**src/rtl/rf_stream_reader_if.sv**
```systemverilog
// rf_stream_reader_if: command, rf8 read port and output stream bundle (master = reader, slave = environment)
interface rf_stream_reader_if #(parameter int AW = 3, parameter int DW = 8);
  logic start;
  logic [AW-1:0] base_addr;
  logic [AW:0] len;
  logic abort;
  logic [AW-1:0] rf_ra;
  logic [DW-1:0] rf_dout;
  logic [DW-1:0] out_data;
  logic out_valid;
  logic out_ready;
  logic out_last;
  logic busy;
  logic done;
  modport master(
    input start, base_addr, len, abort, rf_dout, out_ready,
    output rf_ra, out_data, out_valid, out_last, busy, done
  );
  modport slave(
    output start, base_addr, len, abort, rf_dout, out_ready,
    input rf_ra, out_data, out_valid, out_last, busy, done
  );
endinterface

```
**src/rtl/rf_stream_reader.sv**
```systemverilog
// rf_stream_reader: walks rf8 read address over a wrapping range and streams each word out with last/done framing
module rf_stream_reader #(
  parameter int AW = 3,
  parameter int DW = 8
) (
  input logic clk,
  input logic rst,
  rf_stream_reader_if.master bus
);
  typedef enum logic [1:0] {IDLE, FETCH, SEND} state_t;
  state_t st, st_n;
  logic [AW-1:0] addr, addr_n;
  logic [AW:0] rem, rem_n;
  logic [DW-1:0] data, data_n;
  logic valid, valid_n, last, last_n, done, done_n;
  logic hs, kill;
  assign hs = valid && bus.out_ready;
  assign kill = bus.abort && st != IDLE;
  always_ff @(posedge clk) begin
    if (rst) begin
      st <= IDLE;
      addr <= '0;
      rem <= '0;
      data <= '0;
      valid <= 1'b0;
      last <= 1'b0;
      done <= 1'b0;
    end else begin
      st <= st_n;
      addr <= addr_n;
      rem <= rem_n;
      data <= data_n;
      valid <= valid_n;
      last <= last_n;
      done <= done_n;
    end
  end
  always_comb begin
    st_n = st;
    addr_n = addr;
    rem_n = rem;
    data_n = data;
    valid_n = valid;
    last_n = last;
    done_n = 1'b0;
    case (st)
      IDLE: begin
        if (bus.start && bus.len != '0) begin
          addr_n = bus.base_addr;
          rem_n = bus.len;
          st_n = FETCH;
        end
        done_n = bus.start && bus.len == '0;
      end
      FETCH: begin
        data_n = bus.rf_dout;
        valid_n = 1'b1;
        last_n = rem == (AW+1)'(1);
        st_n = SEND;
      end
      SEND: begin
        if (hs) begin
          valid_n = 1'b0;
          last_n = 1'b0;
          done_n = rem == (AW+1)'(1);
          st_n = rem == (AW+1)'(1) ? IDLE : FETCH;
          addr_n = rem == (AW+1)'(1) ? addr : addr + AW'(1);
          rem_n = rem == (AW+1)'(1) ? rem : rem - (AW+1)'(1);
        end
      end
      default: st_n = IDLE;
    endcase
    if (kill) begin
      st_n = IDLE;
      addr_n = addr;
      rem_n = rem;
      valid_n = 1'b0;
      last_n = 1'b0;
      done_n = 1'b0;
    end
  end
  assign bus.rf_ra = addr;
  assign bus.out_data = data;
  assign bus.out_valid = valid;
  assign bus.out_last = last;
  assign bus.busy = st != IDLE;
  assign bus.done = done;
endmodule

```
**src/flat_wrapper.sv**
```systemverilog
// flat-port wrapper written by rule: the top's interface ports become plain ports
module rf_stream_reader_flat 
#(
  parameter int AW = 3,
  parameter int DW = 8
)
  (clk, rst, bus_start, bus_base_addr, bus_len, bus_abort, bus_rf_dout, bus_out_ready, bus_rf_ra, bus_out_data, bus_out_valid, bus_out_last, bus_busy, bus_done);
  rf_stream_reader_if #(.AW(AW), .DW(DW)) bus_i ();
  input logic clk;
  input logic rst;
  input wire logic [$bits(bus_i.start)-1:0] bus_start;
  input wire logic [$bits(bus_i.base_addr)-1:0] bus_base_addr;
  input wire logic [$bits(bus_i.len)-1:0] bus_len;
  input wire logic [$bits(bus_i.abort)-1:0] bus_abort;
  input wire logic [$bits(bus_i.rf_dout)-1:0] bus_rf_dout;
  input wire logic [$bits(bus_i.out_ready)-1:0] bus_out_ready;
  output wire logic [$bits(bus_i.rf_ra)-1:0] bus_rf_ra;
  output wire logic [$bits(bus_i.out_data)-1:0] bus_out_data;
  output wire logic [$bits(bus_i.out_valid)-1:0] bus_out_valid;
  output wire logic [$bits(bus_i.out_last)-1:0] bus_out_last;
  output wire logic [$bits(bus_i.busy)-1:0] bus_busy;
  output wire logic [$bits(bus_i.done)-1:0] bus_done;
  assign bus_i.start = bus_start;
  assign bus_i.base_addr = bus_base_addr;
  assign bus_i.len = bus_len;
  assign bus_i.abort = bus_abort;
  assign bus_i.rf_dout = bus_rf_dout;
  assign bus_i.out_ready = bus_out_ready;
  assign bus_rf_ra = bus_i.rf_ra;
  assign bus_out_data = bus_i.out_data;
  assign bus_out_valid = bus_i.out_valid;
  assign bus_out_last = bus_i.out_last;
  assign bus_busy = bus_i.busy;
  assign bus_done = bus_i.done;
  rf_stream_reader #(.AW(AW), .DW(DW)) u_core (.clk(clk), .rst(rst), .bus(bus_i));
endmodule
```
**config.mk**
```make
export PLATFORM = sky130hd
export DESIGN_NAME = rf_stream_reader_flat
export DESIGN_NICKNAME = d
export VERILOG_FILES = /design/src/rtl/rf_stream_reader_if.sv /design/src/rtl/rf_stream_reader.sv /design/src/flat_wrapper.sv
export SDC_FILE = /design/constraint.sdc
export NUM_CORES = 1
export LEC_CHECK = 0
export CORE_UTILIZATION = 46
export CTS_CLUSTER_SIZE = 24
export DETAILED_ROUTE_END_ITERATION = 16
export GPL_TIMING_DRIVEN = 0
export PLACE_DENSITY = 0.81
export SYNTH_ARGS = -nofsm -noshare
export SYNTH_HDL_FRONTEND = slang
export SYNTH_SLANG_ARGS = --single-unit
export TNS_END_PERCENT = 30
```
**constraint.sdc**
```tcl
create_clock -name clk -period 3.25 [get_ports clk]
set_input_delay 0.65 -clock clk [delete_from_list [all_inputs] [get_ports clk]]
set_output_delay 0.65 -clock clk [all_outputs]
set_load 0.01 [all_outputs]
```
======== Word-level counts from Yosys, hierarchy flattened ========
Index checks and enable logic that the tools add are counted.
word-level totals
  register bits ........................... 20
  bits in latches ......................... 0
  bits in writable memories ............... 0
  ROM bits ................................ 0
  input port bits ......................... 20
  output and inout port bits .............. 15
  word-level logic and storage cells ...... 47
  memories ................................ 0
cells by class
  $add $sub $neg .......................... 2
  $mul .................................... 0
  div/mod/pow operators ................... 0
  $lt $le $gt $ge ......................... 0
  eq/ne operators ......................... 6
  shift-type cells ........................ 0
  mux-type cells .......................... 17
  bitwise logic cells ..................... 1
  reductions and logical operators ........ 14
operators by type and width
  cell                                                                     number
  4-bit two-way mux                                                        3
  3-bit two-way mux                                                        3
  4-bit one-hot mux with 2 select lines                                    1
  1-bit one-hot mux with 2 select lines                                    3
  2-bit one-hot mux with 3 select lines                                    1
  3-bit one-hot mux with 2 select lines                                    1
  2-bit nonzero test                                                       3
  5-bit AND reduction                                                      1
  4-bit by 1-bit == test with 1-bit output, second input constant          1
  1-bit logical AND                                                        4
  4-bit logical NOT                                                        1
  2-bit two-way mux                                                        2
  2-bit by 1-bit inequality test with 1-bit output, second input constant  2
  2-bit AND reduction                                                      2
  4-bit nonzero test                                                       1
  4-bit by 1-bit subtractor with 4-bit output, second input constant       1
  3-bit by 1-bit adder with 3-bit output, second input constant            1
  1-bit two-way mux                                                        3
  2-bit by 1-bit == test with 1-bit output, second input constant          1
  2-bit == test, second input constant                                     1
  2-bit logical NOT                                                        1
  2-bit inequality test, second input constant                             1
  2-bit OR reduction                                                       1
  1-bit NOT                                                                1

======== Depth between registers and ports, before layout ========
Gate-level depths: netlist (run 1).
  depth after elaboration ................. 4
  depth in mapped cells ................... 7
  depth with buffers taken out ............ 6

======== Least setup slack after synthesis (run 1) ========
OpenSTA, ideal clock, no wires.
  path kind ............................... input to register
  start ................................... input bus_start
  end ..................................... register u_core.addr[0], in the netlist u_core.bus.rf_ra[0]
  setup time .............................. 0.071 ns
  arrival ................................. 1.723 ns
  required time ........................... 3.179 ns
  path slack .............................. 1.456 ns
  stages .................................. 5
  path buffers ............................ 1
  cells stage by stage .................... or3b_1 o32a_1 buf_6 or3_1 a21oi_1
between the ends
  longest elaborated chain between the ends .. 3
ends and longest elaborated chain
  element                                                            line                    source
  start, declared                                                    flat_wrapper.sv:11      input wire logic [$bits(bus_i.start)-1:0] bus_start;
  1-bit logical AND                                                  rf_stream_reader.sv:48  if (bus.start && bus.len != '0) begin
  2-bit by 1-bit inequality test with 1-bit output (no source line)  -
  5-bit AND reduction (no source line)                               -
  end signal, assigned                                               rf_stream_reader.sv:30  addr <= addr_n;
  end, declared                                                      rf_stream_reader.sv:12  logic [AW-1:0] addr, addr_n;
No other way between the ends.
A chain may end at the register's enable or synchronous reset.

======== Worst setup path after layout (run 1) ========
  start ................................... register u_core.st[1]
  end ..................................... output bus_busy
between the ends
  longest elaborated chain between the ends .. 1
ends and longest elaborated chain
  element                 line                    source
  start, declared         rf_stream_reader.sv:11  state_t st, st_n;
  start signal, assigned  rf_stream_reader.sv:29  st <= st_n;
  2-bit nonzero test      rf_stream_reader.sv:86  assign bus.busy = st != IDLE;
  end, declared           flat_wrapper.sv:21      output wire logic [$bits(bus_i.busy)-1:0] bus_busy;
No other way between the ends.

==> summary.txt, run 1 <==
Asr flop ratio synth: 0%
Placed wire-length estimate: 1.73 mm
Die X-Extent: 47.4 um
Post-CTS Hold Buffers: 0
Crit Path Class: flop to primary output
WL per Instance: 13.2 um
Io pins: 35
Area delta synth->final: 44.9%
Root Driver: clkbuf_4
Yosys reg bits: 20
Fin Setup TNS: 0 ns
Placement Cell Area: 1320 um2
Vias per cell: 5.31
Reg clk slew, reported paths: 0.12 ns
Pre-CTS WS: 0.894 ns
CP top delay family: buffers and inverters
Final WS setup: 1.10 ns
Die Y-Extent: 47.4 um
Via count: 962
Pwr dens: 426 nW/um2
Placed cells: 177
Static Leakage: 0.501 nW
Tot Pwr: 586 uW
Hold slack: 0.464 ns
Critical Path End: bus_busy
Number of synthesized flops with an enable pin: 0
CTS tree: built
FF-to-FF setup slack: 1.43 ns
Worst setup path start: u_core.st[1]
Clock skew: 0.00420 ns
Register area: 400 um2
Post-route minimum period: 2.15 ns
Crit path DAT: 1.50 ns
Leading cell type in the layout, fill and taps excluded: clkdlybuf4s50_1
DRT iter0 DRCs: 30
Initial antenna violation count: 0
HP Class: flop to flop
NumNets Final: 178
Global-route wire length before repair: 3.68 mm
Max VDD drop: 0.380 mV
Period utilization: 66.1%
Total GRT Usage: 23.3%
IO Port Bufs: 34
Worst-Skew Late Latency: 0.30 ns
Die area: 2250 um2
Final Max Slew Viols: 0
Critical Path Stages: 3
Synth cell types: 33
Critical Path RT: 2.60 ns
Actual slew at the worst max-slew pin: 0.508 ns
Fin cells: 181
Antenna Cells: 0
Number of global-route vias before repair: 812
Fillers: 170
CTS buffer count: 3
Post-route cell area: 1380 um2
FF-to-FF End: u_core.bus.rf_ra[0]
DRC violation count after routing: 0
CP Max Fanout: 8
Syn Area/Cell: 8.19 um2
Crit-path cells: nor2_1, inv_1, clkdlybuf4s50_1
Total length of routed wires: 2.39 mm
Setup Viol. Count Final: 0
Main synth FF type: dfxtp_1
DR pass1 iterations: 4
Starting Density: 48.9%
Total gr overflow: 0
Multi-input combinational cell area: 485 um2
Final Hold Vio Count: 0
Postcts setup bufs: 0
FF-to-FF path depth: 7
Clk sinks: 20
Max-cap viol count: 0
Largest net degree at the start of global routing: 13
Synth Instances: 116
Core box area: 1940 um2
Share of cells above drive strength 1: 5.19%
H-Tree Depth: 1
CP Capture Type: primary output
Critical Path Start Type: flop
Layout Utilization: 70.9%
Syn_nets: 139
Post-synthesis sequential area ratio: 42.2%
Cts repair resizes: 0
Most frequent cells in the layout: clkdlybuf4s50_1, nand2_1, dfxtp_1
Status: completed
FMAX: 465 MHz
RSZ-0062 raised after global routing: false
Worst path max stage delay: 0.54 ns
CP bufs+invs: 2
CTS max path bufs: 2
Cell Area, Synth: 950 um2
Crit path max-delay cell type: clkdlybuf4s50_1
Num rows: 16
RePlAce Congestion: 0.847
Remaining antenna violation count after routing: 0
RR Startpoint: u_core.rem[1]
Synth warn: 0
Worst relative slew slack: 66.1%
## worst min-delay path by stage
stage,cells past startpoint,to,startpoint,slack (ns)
after floorplan,2,u_core.rem[1],u_core.rem[1],0.45
after global placement,2,u_core.bus.out_data[1],u_core.bus.out_data[1],0.44
after CTS,2,u_core.bus.out_data[3],u_core.bus.out_data[3],0.47
after global routing,2,u_core.bus.out_data[5],u_core.bus.out_data[5],0.48
final,2,u_core.bus.out_data[2],u_core.bus.out_data[2],0.46
after detailed placement,2,u_core.bus.out_data[6],u_core.bus.out_data[6],0.45
## worst min-delay path, delay by kind of cell (launching register included)
kind / cells / cell delay (ns)
and+or+nand+nor: 1 / 0.05
AOI/OAI and AO/OA: 1 / 0.05
DFF: 1 / 0.33
## flip-flops by register name, summed over array words and instances, names as in the netlist
register / count
u_core.bus.out_data: 8
u_core.rem: 4
u_core.bus.rf_ra: 3
u_core.st: 2
u_core.bus.done: 1
u_core.bus.out_last: 1
u_core.bus.out_valid: 1
## synth_stat cells (2+ instances only)
cell type	n	share of area, %
o32ai_1	2	1.8
ha_1	3	4.0
o31ai_1	2	1.6
nand2b_1	2	1.3
nor3_1	3	1.6
o21ai_0	3	1.6
a21oi_1	15	7.9
nand2_1	21	8.3
nor3b_1	2	1.6
nor2b_1	2	1.3
nor2_1	7	2.8
dfxtp_1	20	42
buf_6	2	2.4
o2111ai_1	2	1.8
or3_1	2	1.3
inv_1	7	2.8
clkbuf_1	4	1.6
nor4_1	2	1.3
## power by group
group          internal, mW  leakage [nW]  total [mW]  switching (mW)
clock network         0.125        0.0279       0.206          0.0815
registers             0.259         0.163       0.270          0.0111
logic                0.0613         0.309       0.110          0.0487
total                 0.445         0.501       0.586           0.141
## layer usage
layer	global-route usage, %	part of all wire (%)	vias up
met1	33.3	48	447
met4	9.71	0.59	0
li1	-	-	490
met2	35.9	47	23
met5	0	0	-
met3	2.26	4.0	2
## area by class of cell
type | instances | area share (%)
Sequential cell | 20 | 29.1
Clock buffer | 3 | 1.64
Inverter | 7 | 1.91
Clock inverter | 1 | 2.18
Timing Repair Buffer | 34 | 24.7
Multi-Input combinational cell | 83 | 35.3
Buffer | 6 | 2.73
Tap cell | 27 | 2.45
## logic make-up after synthesis
family          Yosys count  share of synthesized area (%)
compound gates           31                           20.8
flops                    20                           42.2
mux                       2                           2.24
simple gates             47                           24.1
fa+ha+maj                 3                           3.95
buf+inv                  13                           6.72
No activity file was read; power rests on OpenSTA's default activity.
==> run 2: changes to the inputs <==
CORE_UTILIZATION = 39   (was 46)
PLACE_DENSITY = 0.73   (was 0.81)
clock period = 1.8 ns   (was 3.25 ns; I/O delays follow)
==> run 2 against run 1 <==
Against the previous run:
- clock power rose by 26%
- hold slack got worse by 0.0022 ns
- first-iteration DRC count fell by 23%
- critical path depth rose by 4
- critical endpoint is now u_core.bus.rf_ra[0]
- largest cell class unchanged
- highest routed layer unchanged
==> summary.txt, run 2 (same netlist as run 1, synthesis figures left out) <==
Status: completed
Post-route cell area: 1380 um2
Vias per cell: 5.23
Placement Cell Area: 1330 um2
IO Port Bufs: 34
Global-route wire length before repair: 3.77 mm
Net Sw Power: 244 uW
Remaining antenna violation count after routing: 0
Clk sinks: 20
Crit Path Class: flop to flop
Number of global-route vias before repair: 895
Largest net degree at the start of global routing: 12
Postcts setup bufs: 0
Hold Path End: u_core.bus.out_data[1]
Initial antenna violation count: 0
Int Pwr: 702 uW
Leading cell type in the layout, fill and taps excluded: clkdlybuf4s50_1
Min-Delay Path Depth: 2
CTS max path bufs: 2
Total gr overflow: 0
Num rows: 17
Antenna Cells: 0
Die X-Extent: 51.3 um
Die Y-Extent: 51.3 um
Root Driver: clkbuf_4
Io pins: 35
Post-route minimum period: 1.79 ns
Critical Path Start Type: flop
RR Startpoint: u_core.rem[1]
FF-to-FF End: u_core.bus.rf_ra[0]
Max-cap viol count: 0
FF-to-FF path depth: 7
Sw frac: 25.8%
Post-CTS Hold Buffers: 0
CTS buffer count: 3
Most frequent cells in the layout: clkdlybuf4s50_1, nand2_1, dfxtp_1
Reg clk slew, reported paths: 0.11 ns
DRT iter0 DRCs: 23
CP Capture Type: flop
Final Max Slew Viols: 0
Sequential Power Share: 51.6%
Die area: 2640 um2
Crit path DAT: 2.02 ns
Max FFs per register: 8
Logic pwr share: 21.1%
Total GRT Usage: 19.2%
H-Tree Depth: 1
Worst relative slew slack: 66.4%
Starting Density: 42.1%
RePlAce Congestion: 0.782
Fin Setup TNS: 0 ns
DR WL met3: 79 um
CP Max Fanout: 9
Hold Crit Start: u_core.bus.out_data[1]
Final Hold Vio Count: 0
Fillers: 219
HP Class: flop to flop
DR pass1 iterations: 4
Placed wire-length estimate: 1.72 mm
DRC violation count after routing: 0
RSZ-0062 raised after global routing: true
WL per Instance: 12.8 um
Area delta synth->final: 45.1%
Via count: 951
NumNets Final: 178
Static Leakage: 0.513 nW
Pwr dens: 687 nW/um2
Top Metal Used: met4
CTS tree: built
Critical Path RT: 2.03 ns
Share of cells above drive strength 1: 7.79%
Max VDD drop: 0.523 mV
Period utilization: 99.4%
Setup Viol. Count Final: 0
Worst-Skew Late Latency: 0.29 ns
Total length of routed wires: 2.33 mm
FF-to-FF setup slack: 0.01 ns
WL met2: 1.15 mm
Clock network power share: 27.3%
Metal-1 WL: 1.10 mm
FMAX: 559 MHz
Actual slew at the worst max-slew pin: 0.504 ns
Core box area: 2250 um2
Clock skew: 0.00137 ns
[run 2: cell types whose count changed in the layout (fill, tap and decap cells not counted)]
cell,delta
dfxtp_2,+2
clkbuf_8,+1
nor3b_2,+1
dlymetal6s2s_1,+1
nor4_2,+1
clkdlybuf4s50_1,-1
nor4_1,-1
bufinv_16,-1
dfxtp_1,-2
nor3b_1,-1
[run 2: worst max path at each step]
stage / depth (start not counted) / slack (ns) / from / to
floorplan: 7 / 0.13 / u_core.rem[1] / u_core.bus.rf_ra[0]
global placement: 6 / -0.25 / bus_len[0] / u_core.bus.rf_ra[1]
detailed placement: 6 / -0.26 / bus_start / u_core.bus.rf_ra[0]
CTS: 4 / 0.004 / u_core.st[0] / bus_busy
global route: 7 / -0.06 / u_core.rem[1] / u_core.bus.rf_ra[0]
finish: 7 / 0.01 / u_core.rem[1] / u_core.bus.rf_ra[0]
[run 2: layout make-up]
class,count,area [um2],area share (%)
inverter,7,26.3,1.91
buffer,6,37.5,2.72
sequential,20,403,29.2
timing repair buffer,34,343,24.9
multi-input combinational,83,497,36.1
clock buffer,4,36.3,2.63
tap,28,35.0,2.54
[run 2: worst max-delay path, stage by stage, from the launching register on]
cell and delay [ns]:
dfxtp_2 0.37, inv_1 0.07, ha_1 0.18, nor3b_2 0.17, o32a_1 0.34, buf_6 0.14, or3_1 0.34, a21oi_1 0.12
[run 2: layer usage]
layer  track usage, %  vias to the layer above
li1                 -                      486
met1             22.9                      444
met2             33.3                       19
met3             4.46                        2
met4             7.21                        0
met5                0                        -
[run 2: stage by stage]
stage	setup WS [ns]	cells	util (%)	power (mW)	hold slack, ns
after floorplan	0.128	116	-	0.591	0.439
after global placement	-0.251	178	58.8	0.689	0.442
after detailed placement	-0.262	178	58.8	0.695	0.445
after CTS	0.00419	182	60.5	0.957	0.462
after global routing	-0.0649	182	61.1	0.997	0.476
final	0.0112	182	61.1	0.946	0.462
[run 2: power groups by stage]
stage	sequential, mW	combinational [mW]	clock (mW)
final	0.488	0.200	0.259
after detailed placement	0.497	0.198	0
after CTS	0.487	0.199	0.270
after floorplan	0.501	0.0899	0
after global placement	0.495	0.194	0
after global routing	0.491	0.219	0.287
[run 2: repair_timing]
action | CTS | global route
pin swaps | 0 | 0
gates resized for setup | 2 | 3
setup endpoints to repair | 2 | 5
==> run 3: changes to the inputs <==
CORE_UTILIZATION = 46   (was 39)
PLACE_DENSITY = 0.93   (was 0.73)
clock period = 2.1 ns   (was 1.8 ns; I/O delays follow)
==> run 3 against run 2 <==
Against the previous run:
- via count increased by 4.4%
- register-to-register slack improved by 0.26 ns
- clock skew increased by 0.0073 ns
- total power decreased by 14%
- flip-flop and latch count unchanged
- hold slack improved by 0.0043 ns
- setup slack improved by 0.22 ns
- die area decreased by 15%
- global-route usage increased by 3.2 points
==> summary.txt, run 3 (same netlist as run 1, synthesis figures left out) <==
Critical Path Start Type: flop
Layout Utilization: 70.0%
Die area: 2250 um2
Status: completed
Core box area: 1940 um2
Worst setup path start: u_core.st[1]
Postcts setup bufs: 0
Die Y-Extent: 47.4 um
Leading cell type in the layout, fill and taps excluded: clkdlybuf4s50_1
RSZ-0062 raised after global routing: false
Sequential Power Share: 51.4%
NumNets Final: 178
Num rows: 16
Hold Crit Start: u_core.bus.out_data[0]
Total length of routed wires: 2.28 mm
Starting Density: 48.9%
CTS tree: built
Fin Setup TNS: 0 ns
Net Sw Power: 210 uW
FF-to-FF setup slack: 0.27 ns
Global-route wire length before repair: 3.54 mm
Final Hold Vio Count: 0
Actual slew at the worst max-slew pin: 0.503 ns
CP Capture Type: primary output
Root Driver: clkbuf_4
Max-cap viol count: 0
Hold Path End: u_core.bus.out_data[0]
Initial antenna violation count: 0
Period utilization: 89.2%
Fillers: 162
Placed cells: 177
Sw frac: 25.9%
RR Startpoint: u_core.rem[1]
Via count: 993
DRC violation count after routing: 0
Io pins: 35
Max VDD drop: 0.418 mV
FF-to-FF path depth: 7
Crit path DAT: 1.45 ns
Worst relative slew slack: 66.2%
Share of cells above drive strength 1: 5.19%
Die X-Extent: 47.4 um
FF-to-FF End: u_core.bus.rf_ra[0]
Max FFs per register: 8
Fin cells: 181
H-Tree Depth: 1
HP Class: flop to flop
DRT iter0 DRCs: 27
Remaining antenna violation count after routing: 0
Clock network power share: 27.5%
Post-route minimum period: 1.87 ns
DR pass1 iterations: 4
Largest net degree at the start of global routing: 12
Critical Path RT: 1.68 ns
RePlAce Congestion: 0.877
Final Max Slew Viols: 0
Vias per cell: 5.49
Antenna Cells: 0
CP Max Fanout: 8
Total gr overflow: 0
Reg clk slew, reported paths: 0.11 ns
Total GRT Usage: 22.4%
IO Port Bufs: 34
Pwr dens: 597 nW/um2
Cts repair resizes: 0
CTS buffer count: 3
Most frequent cells in the layout: clkdlybuf4s50_1, nand2_1, dfxtp_1
Crit Path Class: flop to primary output
Static Leakage: 0.494 nW
Post-CTS Hold Buffers: 0
CTS max path bufs: 2
Placed wire-length estimate: 1.65 mm
Register area: 400 um2
WL per Instance: 12.6 um
Clock skew: 0.00871 ns
Logic pwr share: 21.0%
Min-Delay Path Depth: 2
Int Pwr: 601 uW
FMAX: 534 MHz
Setup Viol. Count Final: 0
Worst-Skew Late Latency: 0.30 ns
Multi-input combinational cell area: 485 um2
Clk sinks: 20
Area delta synth->final: 43.2%
Number of global-route vias before repair: 817
## run 3: cell types whose count changed in the layout (fill, tap and decap cells not counted)
cell and change:
dlymetal6s2s_1 -1, nor4_2 -1, clkdlybuf4s50_1 +1, dfxtp_2 -2, nor3b_2 -1, nor3b_1 +1
nor4_1 +1, dfxtp_1 +2
## run 3: worst max path at each step
stage,end,cells after the start
after floorplan,u_core.bus.rf_ra[0],7
after global placement,u_core.bus.rf_ra[0],6
after detailed placement,u_core.bus.rf_ra[1],6
after CTS,bus_busy,3
after global routing,u_core.bus.rf_ra[1],6
final,bus_busy,3
## run 3: power groups by stage
stage                     combinational [mW]  sequential, mW  clock (mW)
final                                  0.171           0.417       0.223
after global routing                   0.189           0.421       0.237
after CTS                              0.170           0.417       0.226
after detailed placement               0.169           0.426           0
after global placement                 0.163           0.424           0
after floorplan                       0.0770           0.429           0
## run 3: critical path: stages, from the launching register on
cell             delay (ns)
dfxtp_1                0.46
nor2_1                 0.08
inv_1                  0.08
clkdlybuf4s50_1        0.53
## run 3: layout make-up
cell class | count | share of cell area, %
timing repair buffer | 34 | 25.0
clock buffer | 4 | 2.67
tap | 27 | 2.48
sequential | 20 | 29.4
inverter | 7 | 1.93
buffer | 6 | 2.76
multi-input combinational | 83 | 35.7
## run 3: layer usage
metal / track usage, % / vias up / wire, um
li1: - / 489 / -
met1: 32.8 / 469 / 1060
met2: 34.0 / 35 / 1070
met3: 2.26 / 0 / 145
met4: 8.57 / 0 / 0
met5: 0 / - / 0
## run 3: metrics by stage
step / instance area [um2] / hold WS [ns] / power, mW / setup slack (ns)
5_1_grt: 1360 / 0.489 / 0.847 / 0.106
3_5_place_dp: 1320 / 0.449 / 0.595 / -0.0252
6_report: 1360 / 0.466 / 0.812 / 0.228
3_3_place_gp: 1320 / 0.442 / 0.588 / 0.00732
4_1_cts: 1360 / 0.467 / 0.813 / 0.233
2_1_floorplan: 950 / 0.453 / 0.506 / 0.428
